==> src/rtl/w_update_sequencer_if.sv <==
// Host/datapath signal bundle for w_update_sequencer.
// slave is the sequencer's view; master is the host/datapath side.
`timescale 1ns/1ps
interface w_update_sequencer_if #(
    parameter int W_WIDTH = 13
);
    logic               req_valid;
    logic [W_WIDTH-1:0] req_w;
    logic               req_ready;
    logic               signal;
    logic               signal_b;
    logic               decoder_done;
    logic               dp_reset;
    logic               dp_load;
    logic [W_WIDTH-1:0] dp_w;
    logic               busy;
    logic               done;
    logic               err_range;
    logic               err_timeout;
    logic               safe_forced;

    modport master (
        output req_valid, req_w, signal, signal_b, decoder_done,
        input  req_ready, dp_reset, dp_load, dp_w, busy, done,
               err_range, err_timeout, safe_forced
    );

    modport slave (
        input  req_valid, req_w, signal, signal_b, decoder_done,
        output req_ready, dp_reset, dp_load, dp_w, busy, done,
               err_range, err_timeout, safe_forced
    );
endinterface

==> src/rtl/w_update_sequencer.sv <==
// Sequences delay-word (W) updates into the PWM datapath: range check, safe-window wait,
// reset pulse, decoder_done wait. Optional macro W_UPDATE_PENDING_SLOT_EN adds a one-entry request slot.
`timescale 1ns/1ps
module w_update_sequencer #(
    parameter int W_WIDTH      = 13,
    parameter int W_MAX        = 6480,
    parameter int W_INIT       = 0,
    parameter int RESET_CYCLES = 3,
    parameter int SAFE_TIMEOUT = 1024,
    parameter int DONE_TIMEOUT = 8192
) (
    input  logic                  clk,
    input  logic                  reset,
    w_update_sequencer_if.slave   bus
);
    localparam int                 WL        = W_WIDTH + 1;
    localparam logic [W_WIDTH:0]   W_MAX_L   = WL'(W_MAX);
    localparam logic [W_WIDTH-1:0] W_INIT_L  = W_WIDTH'(W_INIT);
    localparam logic [15:0]        SAFE_LAST = 16'(SAFE_TIMEOUT - 1);
    localparam logic [15:0]        RST_LAST  = 16'(RESET_CYCLES - 1);
    localparam logic [15:0]        DONE_LAST = 16'(DONE_TIMEOUT - 1);

    typedef enum logic [2:0] {
        INIT, IDLE, WAIT_SAFE, ASSERT_RST, WAIT_DONE, REPORT
    } state_t;

    state_t             state_q, state_d;
    logic [15:0]        cnt_q, cnt_d;
    logic [W_WIDTH-1:0] w_pend_q, w_pend_d;
    logic [W_WIDTH-1:0] dp_w_q, dp_w_d;
    logic               dp_reset_q, dp_load_q, busy_q, done_q;
    logic               err_range_q, err_range_d;
    logic               err_timeout_q, err_timeout_d;
    logic               safe_forced_q, safe_forced_d;
    logic               sig_s1_q, sig_s2_q, sigb_s1_q, sigb_s2_q;
    logic               safe_s, req_ready, accept, in_range, finish;
`ifdef W_UPDATE_PENDING_SLOT_EN
    logic               slot_vld_q, slot_vld_d;
    logic [W_WIDTH-1:0] slot_w_q, slot_w_d;
`endif

    assign safe_s   = ~sig_s2_q & ~sigb_s2_q;
    assign in_range = {1'b0, bus.req_w} <= W_MAX_L;
    assign accept   = bus.req_valid & req_ready;

`ifdef W_UPDATE_PENDING_SLOT_EN
    assign req_ready = (state_q == IDLE) || (state_q == WAIT_SAFE) ||
                       (state_q == ASSERT_RST) || (state_q == WAIT_DONE);
`else
    assign req_ready = (state_q == IDLE);
`endif

    always_comb begin
        state_d       = state_q;
        w_pend_d      = w_pend_q;
        dp_w_d        = dp_w_q;
        safe_forced_d = safe_forced_q;
        err_range_d   = 1'b0;
        err_timeout_d = 1'b0;
        finish        = 1'b0;
        if (accept && !in_range) err_range_d = 1'b1;
        if (accept && in_range)  safe_forced_d = 1'b0;
`ifdef W_UPDATE_PENDING_SLOT_EN
        slot_vld_d = slot_vld_q;
        slot_w_d   = slot_w_q;
        // Latest request wins; an older pending value is simply overwritten.
        if (accept && in_range && state_q != IDLE) begin
            slot_vld_d = 1'b1;
            slot_w_d   = bus.req_w;
        end
`endif
        case (state_q)
            INIT: state_d = IDLE;
            IDLE: begin
                if (accept && in_range) begin
                    w_pend_d = bus.req_w;
                    state_d  = WAIT_SAFE;
                end
            end
            WAIT_SAFE: begin
                // The entry cycle is a settling cycle; safe_s is honoured from the second cycle.
                if (cnt_q != 16'd0 && safe_s) begin
                    state_d = ASSERT_RST;
                end else if (cnt_q == SAFE_LAST) begin
                    safe_forced_d = 1'b1;
                    state_d       = ASSERT_RST;
                end
                if (state_d == ASSERT_RST) dp_w_d = w_pend_q;
            end
            ASSERT_RST: begin
                if (cnt_q == RST_LAST) state_d = WAIT_DONE;
            end
            WAIT_DONE: begin
                if (cnt_q != 16'd0 && bus.decoder_done) begin
                    state_d = REPORT;
                end else if (cnt_q == DONE_LAST) begin
                    err_timeout_d = 1'b1;
                    finish        = 1'b1;
                end
            end
            REPORT:  finish = 1'b1;
            default: state_d = INIT;
        endcase
        if (finish) begin
`ifdef W_UPDATE_PENDING_SLOT_EN
            if (slot_vld_d) begin
                state_d    = WAIT_SAFE;
                w_pend_d   = slot_w_d;
                slot_vld_d = 1'b0;
            end else begin
                state_d = IDLE;
            end
`else
            state_d = IDLE;
`endif
        end
        cnt_d = (state_d != state_q) ? 16'd0 : cnt_q + 16'd1;
    end

    always_ff @(posedge clk or posedge reset) begin
        if (reset) begin
            state_q       <= INIT;
            cnt_q         <= 16'd0;
            dp_reset_q    <= 1'b1;
            dp_load_q     <= 1'b1;
            dp_w_q        <= W_INIT_L;
            busy_q        <= 1'b0;
            done_q        <= 1'b0;
            err_range_q   <= 1'b0;
            err_timeout_q <= 1'b0;
            safe_forced_q <= 1'b0;
            // Synchronizers come up "unsafe" until real samples arrive.
            sig_s1_q      <= 1'b1;
            sig_s2_q      <= 1'b1;
            sigb_s1_q     <= 1'b1;
            sigb_s2_q     <= 1'b1;
`ifdef W_UPDATE_PENDING_SLOT_EN
            slot_vld_q    <= 1'b0;
`endif
        end else begin
            state_q       <= state_d;
            cnt_q         <= cnt_d;
            dp_reset_q    <= (state_d == ASSERT_RST) || (state_d == INIT);
            dp_load_q     <= (state_d == INIT);
            dp_w_q        <= dp_w_d;
            busy_q        <= !((state_d == IDLE) || (state_d == INIT));
            done_q        <= (state_d == REPORT);
            err_range_q   <= err_range_d;
            err_timeout_q <= err_timeout_d;
            safe_forced_q <= safe_forced_d;
            sig_s1_q      <= bus.signal;
            sig_s2_q      <= sig_s1_q;
            sigb_s1_q     <= bus.signal_b;
            sigb_s2_q     <= sigb_s1_q;
`ifdef W_UPDATE_PENDING_SLOT_EN
            slot_vld_q    <= slot_vld_d;
`endif
        end
    end

    always_ff @(posedge clk) begin
        w_pend_q <= w_pend_d;
`ifdef W_UPDATE_PENDING_SLOT_EN
        slot_w_q <= slot_w_d;
`endif
    end

    assign bus.req_ready   = req_ready;
    assign bus.dp_reset    = dp_reset_q;
    assign bus.dp_load     = dp_load_q;
    assign bus.dp_w        = dp_w_q;
    assign bus.busy        = busy_q;
    assign bus.done        = done_q;
    assign bus.err_range   = err_range_q;
    assign bus.err_timeout = err_timeout_q;
    assign bus.safe_forced = safe_forced_q;
endmodule

==> src/flat_wrapper.sv <==
// flat-port wrapper written by rule: the top's interface ports become plain ports
module w_update_sequencer_flat 
#(
    parameter int W_WIDTH      = 13,
    parameter int W_MAX        = 6480,
    parameter int W_INIT       = 0,
    parameter int RESET_CYCLES = 3,
    parameter int SAFE_TIMEOUT = 1024,
    parameter int DONE_TIMEOUT = 8192
)
  (clk, reset, bus_req_valid, bus_req_w, bus_signal, bus_signal_b, bus_decoder_done, bus_req_ready, bus_dp_reset, bus_dp_load, bus_dp_w, bus_busy, bus_done, bus_err_range, bus_err_timeout, bus_safe_forced);
  w_update_sequencer_if #(.W_WIDTH(W_WIDTH)) bus_i ();
  input  logic clk;
  input  logic reset;
  input wire logic [$bits(bus_i.req_valid)-1:0] bus_req_valid;
  input wire logic [$bits(bus_i.req_w)-1:0] bus_req_w;
  input wire logic [$bits(bus_i.signal)-1:0] bus_signal;
  input wire logic [$bits(bus_i.signal_b)-1:0] bus_signal_b;
  input wire logic [$bits(bus_i.decoder_done)-1:0] bus_decoder_done;
  output wire logic [$bits(bus_i.req_ready)-1:0] bus_req_ready;
  output wire logic [$bits(bus_i.dp_reset)-1:0] bus_dp_reset;
  output wire logic [$bits(bus_i.dp_load)-1:0] bus_dp_load;
  output wire logic [$bits(bus_i.dp_w)-1:0] bus_dp_w;
  output wire logic [$bits(bus_i.busy)-1:0] bus_busy;
  output wire logic [$bits(bus_i.done)-1:0] bus_done;
  output wire logic [$bits(bus_i.err_range)-1:0] bus_err_range;
  output wire logic [$bits(bus_i.err_timeout)-1:0] bus_err_timeout;
  output wire logic [$bits(bus_i.safe_forced)-1:0] bus_safe_forced;
  assign bus_i.req_valid = bus_req_valid;
  assign bus_i.req_w = bus_req_w;
  assign bus_i.signal = bus_signal;
  assign bus_i.signal_b = bus_signal_b;
  assign bus_i.decoder_done = bus_decoder_done;
  assign bus_req_ready = bus_i.req_ready;
  assign bus_dp_reset = bus_i.dp_reset;
  assign bus_dp_load = bus_i.dp_load;
  assign bus_dp_w = bus_i.dp_w;
  assign bus_busy = bus_i.busy;
  assign bus_done = bus_i.done;
  assign bus_err_range = bus_i.err_range;
  assign bus_err_timeout = bus_i.err_timeout;
  assign bus_safe_forced = bus_i.safe_forced;
  w_update_sequencer #(.W_WIDTH(W_WIDTH), .W_MAX(W_MAX), .W_INIT(W_INIT), .RESET_CYCLES(RESET_CYCLES), .SAFE_TIMEOUT(SAFE_TIMEOUT), .DONE_TIMEOUT(DONE_TIMEOUT)) u_core (.clk(clk), .reset(reset), .bus(bus_i));
endmodule
==> config.mk <==
export PLATFORM = sky130hd
export DESIGN_NAME = w_update_sequencer_flat
export DESIGN_NICKNAME = d
export VERILOG_FILES = /design/src/rtl/w_update_sequencer_if.sv /design/src/rtl/w_update_sequencer.sv /design/src/flat_wrapper.sv
export SDC_FILE = /design/constraint.sdc
export NUM_CORES = 1
export LEC_CHECK = 0
export CORE_MARGIN = 1
export CORE_UTILIZATION = 30
export DETAILED_ROUTE_END_ITERATION = 10
export SYNTH_ARGS = -nofsm -noshare
export SYNTH_HDL_FRONTEND = slang
export SYNTH_SLANG_ARGS = --single-unit
==> constraint.sdc <==
create_clock -name clk -period 2.7 [get_ports clk]
set_clock_uncertainty 0.05 [all_clocks]
set_input_delay 0.405 -clock clk [delete_from_list [all_inputs] [get_ports clk]]
set_output_delay 0.405 -clock clk [all_outputs]
set_load 0.05 [all_outputs]
==> results.yml, run 1 <==
cells_and_area:
  final_core_util_pct: 39.05
  final_cells: 378
  fin_nets: 294
  insertedDiodeCount: 0
  area_growth_pct: 24.66
  layout-drive-gt1-share_pct: 14.65
cts:
  cts-buffers-inserted: 5
  clk_pin_slew_worst_paths_ns: 0.10
  cts_tree: "built"
  cts_max_level: 2
  post_cts_buffers: 0
  cts_max_path_buffers: 2
  clk_latency_ns: 0.31
  cts_root_buf: "clkbuf_8"
  clock-sinks: 56
  cts_hold_buf: 0
  cts_resized: 0
grt:
  grt_pass1_wl_um: 9190
  first_global_vias: 1794
  grt_start_max_net_pins: 31
  antenna_found_initial: 0
  grt_usage_pct: 13.64
  overflow: 0
worst_hold_path:
  hold_path_class: "reg -> reg"
placement:
  hpwl_um: 4076
  place_congestion: 0.8338
  placed_cells: 370
  portBuffers: 39
yosys:
  synth-edff-count: 13
  synth_ff_type: "dfrtp_1"
  synth_fp_nets: 250
  yosysWarningCount: 0
  synth_area_mm2: 0.002613
  ys_ff_latch: 56
  syn_inst: 228
  ys_types: 48
  avgSynthCellArea_um2: 11.46
  yosysSeqAreaShare_pct: 56.42
  async_reset_ff_share_pct: 76.79
floorplanning:
  fp-row-count: 33
  design.core.area_mm2: 0.008341
  fp.dieH_um: 95.32
  die_w_um: 95.32
  start_util_pct: 31.32
  dieArea_mm2: 0.009086
  io-pin-count: 40
sta:
  final_hold_viol_count: 0
  setup_viol: 0
  layout_min_cycle_time_ns: 2.506
  setup-tns-final_ns: 0
  relSlewSlack_pct: 20.02
  fmax_mhz: 399.1
  finalMaxSlewViolations: 0
  post-route-period-util_pct: 92.80
  rsz0062_at_grt: "no"
  worst_pin_slew_ns: 1.200
worst_setup_path:
  worstPathRequired_ns: 2.87
  path_max_fanout: 16
  start_kind: "flip-flop"
  crit_chain: "nor4_1 -> and4_1 -> buf_4 -> a311oi_2 -> o21ai_0 -> o32ai_1"
  cp_slowest_cell: "a311oi_2"
  cp.buffers_inverters: 1
  max_stage_delay_ns: 1.01
  crit_type: "reg -> reg"
  crit_family: "compound AO/OA/AOI/OAI gates"
  worstPathArrival_ns: 2.68
  cp-end-kind: "flip-flop"
power:
  p_leak_uw: 0.001285
  p_per_area_mw_per_mm2: 963.2
  vdd_drop_max_mv: 0.2712
routing:
  wl_um: 5708
  first_pass_iters: 4
  ant_nets: 0
  remaining_drc_errors: 0
  vias_per_cell: 5.026
  wire_per_inst_um: 15.10
  drt-initial-drc-count: 117
  vias: 1900
flow_run:
  drv_cap: 0
run_status:
  status: "finished clean"
per-stage QoR:
step	hold WS, ns	setup WS (ns)	total power, uW	cell area (um2)
after floorplan	0.2952	0.2231	2213	2618
after global placement	0.2976	0.2029	2666	3161
after detailed placement	0.2979	0.1802	2686	3161
after CTS	0.3122	0.1943	3176	3257
after global routing	0.3145	0.01616	3309	3257
final	0.3103	0.1943	3137	3257
per-layer routing:
metal / vias up / wire (um) / track usage (%)
li1: 927 / - / -
met1: 924 / 2760 / 18.91
met2: 41 / 2632 / 20.89
met3: 8 / 220 / 2.392
met4: 0 / 94 / 5.682
met5: - / 0 / 0
state kept, by name, summed over array words and instances, names as in the netlist:
register,cells
u_core.sig_s1_q,1
u_core.bus.dp_load,1
u_core.state_q,3
u_core.bus.err_timeout,1
u_core.bus.dp_reset,1
u_core.w_pend_q,13
u_core.bus.done,1
u_core.bus.err_range,1
u_core.sig_s2_q,1
u_core.bus.busy,1
u_core.sigb_s2_q,1
u_core.bus.safe_forced,1
u_core.cnt_q,16
u_core.sigb_s1_q,1
u_core.bus.dp_w,13
layout by cell type, fill, tap and decap left out, types with 2 or more instances in the layout:
cell type        netlist  routed
clkdlybuf4s50_1        0      39
dfrtp_1               37      37
nand2_1               21      21
nand3_1               20      20
o31ai_1               15      15
edfxtp_1              13      13
buf_4                  3      10
inv_1                  9       8
o21ai_0                8       8
mux2_2                 8       8
xor2_1                 7       7
clkbuf_8               0       6
dfstp_2                6       6
nor2_1                 5       5
nor3_1                 5       5
nor4_1                 5       5
mux2_1                 5       5
nand4_1                4       4
xnor2_1                4       4
nor3b_1                4       3
and4_1                 3       3
and3_1                 3       3
a21oi_1                3       3
ha_1                   3       3
and2_1                 2       2
a311oi_2               2       2
o211ai_1               2       2
a21o_1                 2       2
power breakdown:
group / switching [uW] / leakage, uW / total [uW] / internal, uW
combinational: 918 / 0.000567 / 1440 / 520
clock: 277 / 0.0000516 / 487 / 210
sequential: 139 / 0.000666 / 1210 / 1070
cell type report:
class / instances / area (um2)
Sequential cell: 56 / 1474
Clock buffer: 6 / 82.58
Inverter: 9 / 33.78
Clock inverter: 2 / 13.76
Fill cell: 823 / 5084
Timing Repair Buffer: 50 / 485.5
Multi-Input combinational cell: 150 / 1036
Tap cell: 105 / 131.4
Yosys cell counts (5+ instances only):
master,number,area share (%)
o31ai_1,15,4.3
dfrtp_1,37,35
mux2_1,5,2.2
edfxtp_1,13,15
dfstp_2,6,6.0
nand2_1,21,3.0
nor4_1,5,1.2
xor2_1,7,2.3
o21ai_0,8,1.5
mux2_2,8,3.4
nor3_1,5,0.96
buf_2,5,0.96
nor2_1,5,0.72
nand3_1,20,3.8
inv_1,9,1.3
cell families (layout without fill, tap and decap cells):
group / Yosys count / count (layout) / synth area share, %
compound gates: 41 / 41 / 11.64
flops: 56 / 56 / 56.42
mux: 13 / 13 / 5.603
buf+inv: 22 / 67 / 4.118
xor+xnor: 11 / 11 / 3.688
fa+ha+maj: 3 / 3 / 1.437
simple gates: 82 / 82 / 17.10
final timing paths:
path	to	cells past startpoint	slack, ns	from
worst max-delay path	u_core.cnt_q[13]	6	0.19	u_core.cnt_q[2]
worst min-delay path	u_core.sig_s2_q	0	0.31	u_core.sig_s1_q
worst max register to register	u_core.cnt_q[13]	6	0.19	u_core.cnt_q[2]
worst min register to register	u_core.sig_s2_q	0	0.31	u_core.sig_s1_q
max in group asynchronous	u_core.cnt_q[7]	3	1.51	reset
min in group asynchronous	u_core.bus.dp_w[10]	2	0.47	reset
No activity file was read; power rests on OpenSTA's default activity.
==> run 2: changes to the inputs <==
--- a/config.mk
+++ b/config.mk
@@ -5,9 +5,10 @@
 export SDC_FILE = /design/constraint.sdc
 export NUM_CORES = 1
 export LEC_CHECK = 0
-export CORE_MARGIN = 1
+export CORE_MARGIN = 2
 export CORE_UTILIZATION = 30
 export DETAILED_ROUTE_END_ITERATION = 10
+export PLACE_DENSITY = 0.54
 export SYNTH_ARGS = -nofsm -noshare
 export SYNTH_HDL_FRONTEND = slang
 export SYNTH_SLANG_ARGS = --single-unit
==> run 2 against run 1 <==
- core utilization down 0.94 points
- sequential cell count unchanged
- power up 1.2%
- worst hold slack better by 0.00054 ns
- critical endpoint is now u_core.state_q[0]
- combinational power up 3%
- critical path depth unchanged
- clock-buffer cell count down 1
- via count down 1.4%
==> results.yml, run 2 (same netlist as run 1, synthesis figures left out) <==
run_status:
  status: "finished clean"
floorplanning:
  die_w_um: 97.32
  fp-row-count: 34
  io-pin-count: 40
  fp.dieH_um: 97.32
  dieArea_mm2: 0.009471
  design.core.area_mm2: 0.008593
  start_util_pct: 30.40
routing:
  vias: 1873
  ant_nets: 0
  wire_per_inst_um: 15.14
  vias_per_cell: 4.903
  remaining_drc_errors: 0
  drt-initial-drc-count: 74
  wl_um: 5785
  first_pass_iters: 4
cells_and_area:
  register_area_mm2: 0.001474
  largest_register_ffs: 16
  final_cell_mix: "clkdlybuf4s50_1 (39), dfrtp_1 (37), nand2_1 (21), nand3_1 (20), o31ai_1 (15)"
  n_fill_cell: 847
  area_growth_pct: 25.34
  fin_nets: 295
  final_area_mm2: 0.003274
  layout-drive-gt1-share_pct: 14.96
  multi_input_area_mm2: 0.001047
  regMostFlops: "u_core.cnt_q"
  insertedDiodeCount: 0
  layout_commonest_cell: "clkdlybuf4s50_1"
worst_hold_path:
  hold_path_class: "reg -> reg"
  holdPathEnd: "u_core.sig_s2_q"
  hold_depth: 0
  min_from: "u_core.sig_s1_q"
worst_setup_path:
  cp-end-kind: "flip-flop"
  timing.rr.end: "u_core.state_q[0]"
  worstPathRequired_ns: 2.85
  crit_chain: "nor4_1 -> and4_1 -> a211oi_1 -> a21bo_2 -> buf_4 -> or4_4"
  reg2reg_setup_slack_ns: 0.25
  worstPathArrival_ns: 2.59
  path_max_fanout: 15
  critPathLaunch: "u_core.cnt_q[2]"
  reg2reg_depth: 6
  crit_family: "simple AND/OR/NAND/NOR gates"
  start_kind: "flip-flop"
  cp_slowest_cell: "or4_4"
  crit_type: "reg -> reg"
  reg2reg_from: "u_core.cnt_q[2]"
  cp.buffers_inverters: 1
  max_stage_delay_ns: 0.47
grt:
  grt_usage_pct: 12.60
  overflow: 0
  grt_pass1_wl_um: 9660
  antenna_found_initial: 0
  first_global_vias: 1876
  grt_start_max_net_pins: 44
sta:
  rsz0062_at_grt: "no"
  fmax_mhz: 408.5
  post-route-period-util_pct: 90.66
  fin_ws_ns: 0.2521
  final_hold_viol_count: 0
  finalMaxSlewViolations: 0
  setup-tns-final_ns: 0
  layout_min_cycle_time_ns: 2.448
  worst_pin_slew_ns: 0.8247
  setup_viol: 0
  relSlewSlack_pct: 45.02
cts:
  cts_max_path_buffers: 2
  cts_hold_buf: 0
  cts_root_buf: "clkbuf_8"
  cts_max_level: 2
  cts_tree: "built"
  post_cts_buffers: 0
  clk_pin_slew_worst_paths_ns: 0.11
  cts_resized: 0
  cts-buffers-inserted: 5
  clock-sinks: 56
  clk_latency_ns: 0.32
placement:
  dpl_cell_area_mm2: 0.003172
  place_congestion: 0.8118
  pre_cts_slack_ns: 0.1519
  portBuffers: 39
  hpwl_um: 3908
flow_run:
  drv_cap: 0
power:
  p_leak_uw: 0.001289
  vdd_drop_max_mv: 0.3117
  p_per_area_mw_per_mm2: 969.6
-- run 2: cell count changes in the layout (fill, tap and decap cells not counted), sizes merged --
cell    previous run  this run
clkbuf             6         5
buf               11        12
clkinv             2         3
-- run 2: per-stage QoR --
stage / power [uW] / util, % / hold slack [ns] / std cells
after floorplan: 2213 / - / 0.2952 / 228
after global placement: 2689 / 36.91 / 0.2972 / 374
after detailed placement: 2698 / 36.91 / 0.2968 / 374
after CTS: 3185 / 37.97 / 0.3125 / 382
after global routing: 3353 / 38.10 / 0.3213 / 382
final: 3175 / 38.10 / 0.3108 / 382
-- run 2: power by group --
group	switching, uW	internal, uW
registers	130	1070
logic	952	539
clock network	295	187
total	1380	1800
-- run 2: how the worst max path moves through the flow --
stage / slack, ns / to / depth (start not counted)
finish: 0.25 / u_core.state_q[0] / 6
CTS: 0.19 / u_core.cnt_q[13] / 6
global route: 0.13 / u_core.state_q[0] / 6
global placement: 0.20 / u_core.state_q[0] / 6
detailed placement: 0.15 / u_core.state_q[0] / 6
floorplan: 0.22 / u_core.state_q[0] / 7
-- run 2: metal layers --
layer	routed length [um]	global-route usage, %
met2	2620	19.44
met1	2902	17.70
met3	170	2.518
met5	0	0
met4	91	4.487
-- run 2: cell type report --
| class | count | area share (%) |
|---|---|---|
| Timing Repair Buffer | 51 | 15.06 |
| Tap cell | 108 | 4.127 |
| Clock buffer | 5 | 2.102 |
| Sequential cell | 56 | 45.01 |
| Inverter | 9 | 1.032 |
| Multi-Input combinational cell | 150 | 31.98 |
| Clock inverter | 3 | 0.6878 |
-- run 2: worst register-to-register path: cells and delay by family (launching register included) --
kind,cells,cell delay (ns)
and+or+nand+nor,3,1.12
AOI/OAI and AO/OA,2,0.49
DFF,1,0.45
buffers and inverters,1,0.22
==> run 3: changes to the inputs <==
--- a/config.mk
+++ b/config.mk
@@ -6,9 +6,11 @@
 export NUM_CORES = 1
 export LEC_CHECK = 0
 export CORE_MARGIN = 2
-export CORE_UTILIZATION = 30
+export CORE_UTILIZATION = 53
 export DETAILED_ROUTE_END_ITERATION = 10
-export PLACE_DENSITY = 0.54
+export GPL_ROUTABILITY_DRIVEN = 0
+export PLACE_DENSITY = 0.84
+export SKIP_CTS_REPAIR_TIMING = 1
 export SYNTH_ARGS = -nofsm -noshare
 export SYNTH_HDL_FRONTEND = slang
 export SYNTH_SLANG_ARGS = --single-unit
==> run 3 against run 2 <==
- fmax rose by 1.3%
- cell area fell by 2.5%
- non-clock buffer count fell by 3
- clock power fell by 2%
- sequential power barely moved
- die area fell by 42%
- clock-buffer cell count did not move
- routed wire length fell by 8.1%
- setup slack improved by 0.032 ns
- critical endpoint is now u_core.cnt_q[13]
- highest routed layer unchanged
==> results.yml, run 3 (same netlist as run 1, synthesis figures left out) <==
grt:
  grt_start_max_net_pins: 44
  grt-busiest-layer: "met2"
  grt_util_met1_pct: 28.30
  first_global_vias: 1850
  overflow: 0
  antenna_found_initial: 0
  grt_usage_pct: 20.87
  use_met2_pct: 34.13
  grt_pass1_wl_um: 8769
  grt_util_met3_pct: 3.252
placement:
  hpwl_um: 3704
  portBuffers: 39
sta:
  setup_viol: 0
  fmax_mhz: 413.9
  final_hold_viol_count: 0
  rsz0062_at_grt: "no"
  worst_pin_slew_ns: 1.190
  setup-tns-final_ns: 0
  layout_min_cycle_time_ns: 2.416
  finalMaxSlewViolations: 0
  post-route-period-util_pct: 89.49
  relSlewSlack_pct: 20.69
  hold_ws_ns: 0.3118
cells_and_area:
  n_fill_cell: 352
  multi_input_area_mm2: 0.001036
  layout_commonest_cell: "clkdlybuf4s50_1"
  area_growth_pct: 22.17
  register_area_mm2: 0.001474
  regMostFlops: "u_core.cnt_q"
  insertedDiodeCount: 0
  layout-drive-gt1-share_pct: 14.02
  fin_nets: 292
  final_cell_mix: "clkdlybuf4s50_1 (39), dfrtp_1 (37), nand2_1 (21), nand3_1 (20), o31ai_1 (15)"
  largest_register_ffs: 16
worst_setup_path:
  worstPathRequired_ns: 2.87
  reg2reg_setup_slack_ns: 0.28
  start_kind: "flip-flop"
  path_max_fanout: 16
  worstPathArrival_ns: 2.59
  crit_type: "reg -> reg"
  cp-end-kind: "flip-flop"
floorplanning:
  start_util_pct: 55.31
  fp-row-count: 25
  fp.dieH_um: 74.21
  dieArea_mm2: 0.005507
  design.core.area_mm2: 0.004723
  io-pin-count: 40
  die_w_um: 74.21
worst_hold_path:
  hold_path_class: "reg -> reg"
power:
  p_per_area_mw_per_mm2: 978.6
  vdd_drop_max_mv: 0.4592
  p_leak_uw: 0.001273
cts:
  clk_pin_slew_worst_paths_ns: 0.11
  cts_tree: "built"
  cts_root_buf: "clkbuf_8"
  clock-sinks: 56
  clk_latency_ns: 0.32
  cts_max_path_buffers: 2
  cts-buffers-inserted: 5
  cts_max_level: 2
routing:
  drt-initial-drc-count: 188
  first_pass_iters: 5
  wire_per_inst_um: 15.74
  ant_nets: 0
  remaining_drc_errors: 0
  vias: 1941
  wl_um: 5319
  vias_per_cell: 5.743
run_status:
  status: "finished clean"
flow_run:
  drv_cap: 0
==> run 3: cell types whose count changed in the layout (fill, tap and decap cells not counted) <==
cell,before,now
clkinvlp_4,0,1
buf_4,11,8
a311oi_4,1,0
inv_6,1,2
clkinv_4,1,0
inv_1,8,9
clkinv_2,1,0
clkinv_1,1,0
a311oi_2,1,2
==> run 3: worst paths after layout <==
path	from	endpoint	cells after the start
setup / recovery	u_core.cnt_q[2]	u_core.cnt_q[13]	5
setup reg to reg	u_core.cnt_q[2]	u_core.cnt_q[13]	5
max in group asynchronous	reset	u_core.bus.dp_reset	3
min in group asynchronous	reset	u_core.state_q[0]	3
hold reg to reg	u_core.sigb_s1_q	u_core.sigb_s2_q	0
hold / removal	u_core.sigb_s1_q	u_core.sigb_s2_q	0
==> run 3: final cells by class <==
cell class / count / area share, %
clock inverter: 3 / 0.7840
sequential: 56 / 46.18
multi-input combinational: 150 / 32.46
tap: 67 / 2.626
clock buffer: 5 / 2.156
timing repair buffer: 48 / 14.74
inverter: 9 / 1.058
==> run 3: metal layers <==
metal | routed length [um] | vias up
met2 | 2555 | 80
met5 | 0 | -
met1 | 2377 | 929
met4 | 99 | 0
met3 | 287 | 13
li1 | - | 919
==> run 3: power by group <==
group / leakage (uW) / total (uW) / switching (uW) / internal, uW
Combinational: 0.000561 / 1450 / 932 / 514
Sequential: 0.000666 / 1210 / 133 / 1070
Clock: 0.0000452 / 473 / 283 / 190
==> run 3: worst max-delay path, stage by stage, from the launching register on <==
cell	delay [ns]
dfrtp_1	0.45
nor4_1	0.09
and4_1	0.28
a311oi_2	1.04
o21ai_0	0.22
o32ai_1	0.18
==> run 3: metrics by stage <==
stage	utilization [%]	worst slack (ns)	cells	cell area, um2	total power, uW
after floorplan	-	0.2231	228	2618	2213
after global placement	65.59	0.2633	330	3098	2617
after detailed placement	65.59	0.2226	330	3098	2661
after CTS	67.58	0.3056	338	3192	3126
after global routing	67.58	0.1105	338	3192	3278
final	67.58	0.2838	338	3192	3123
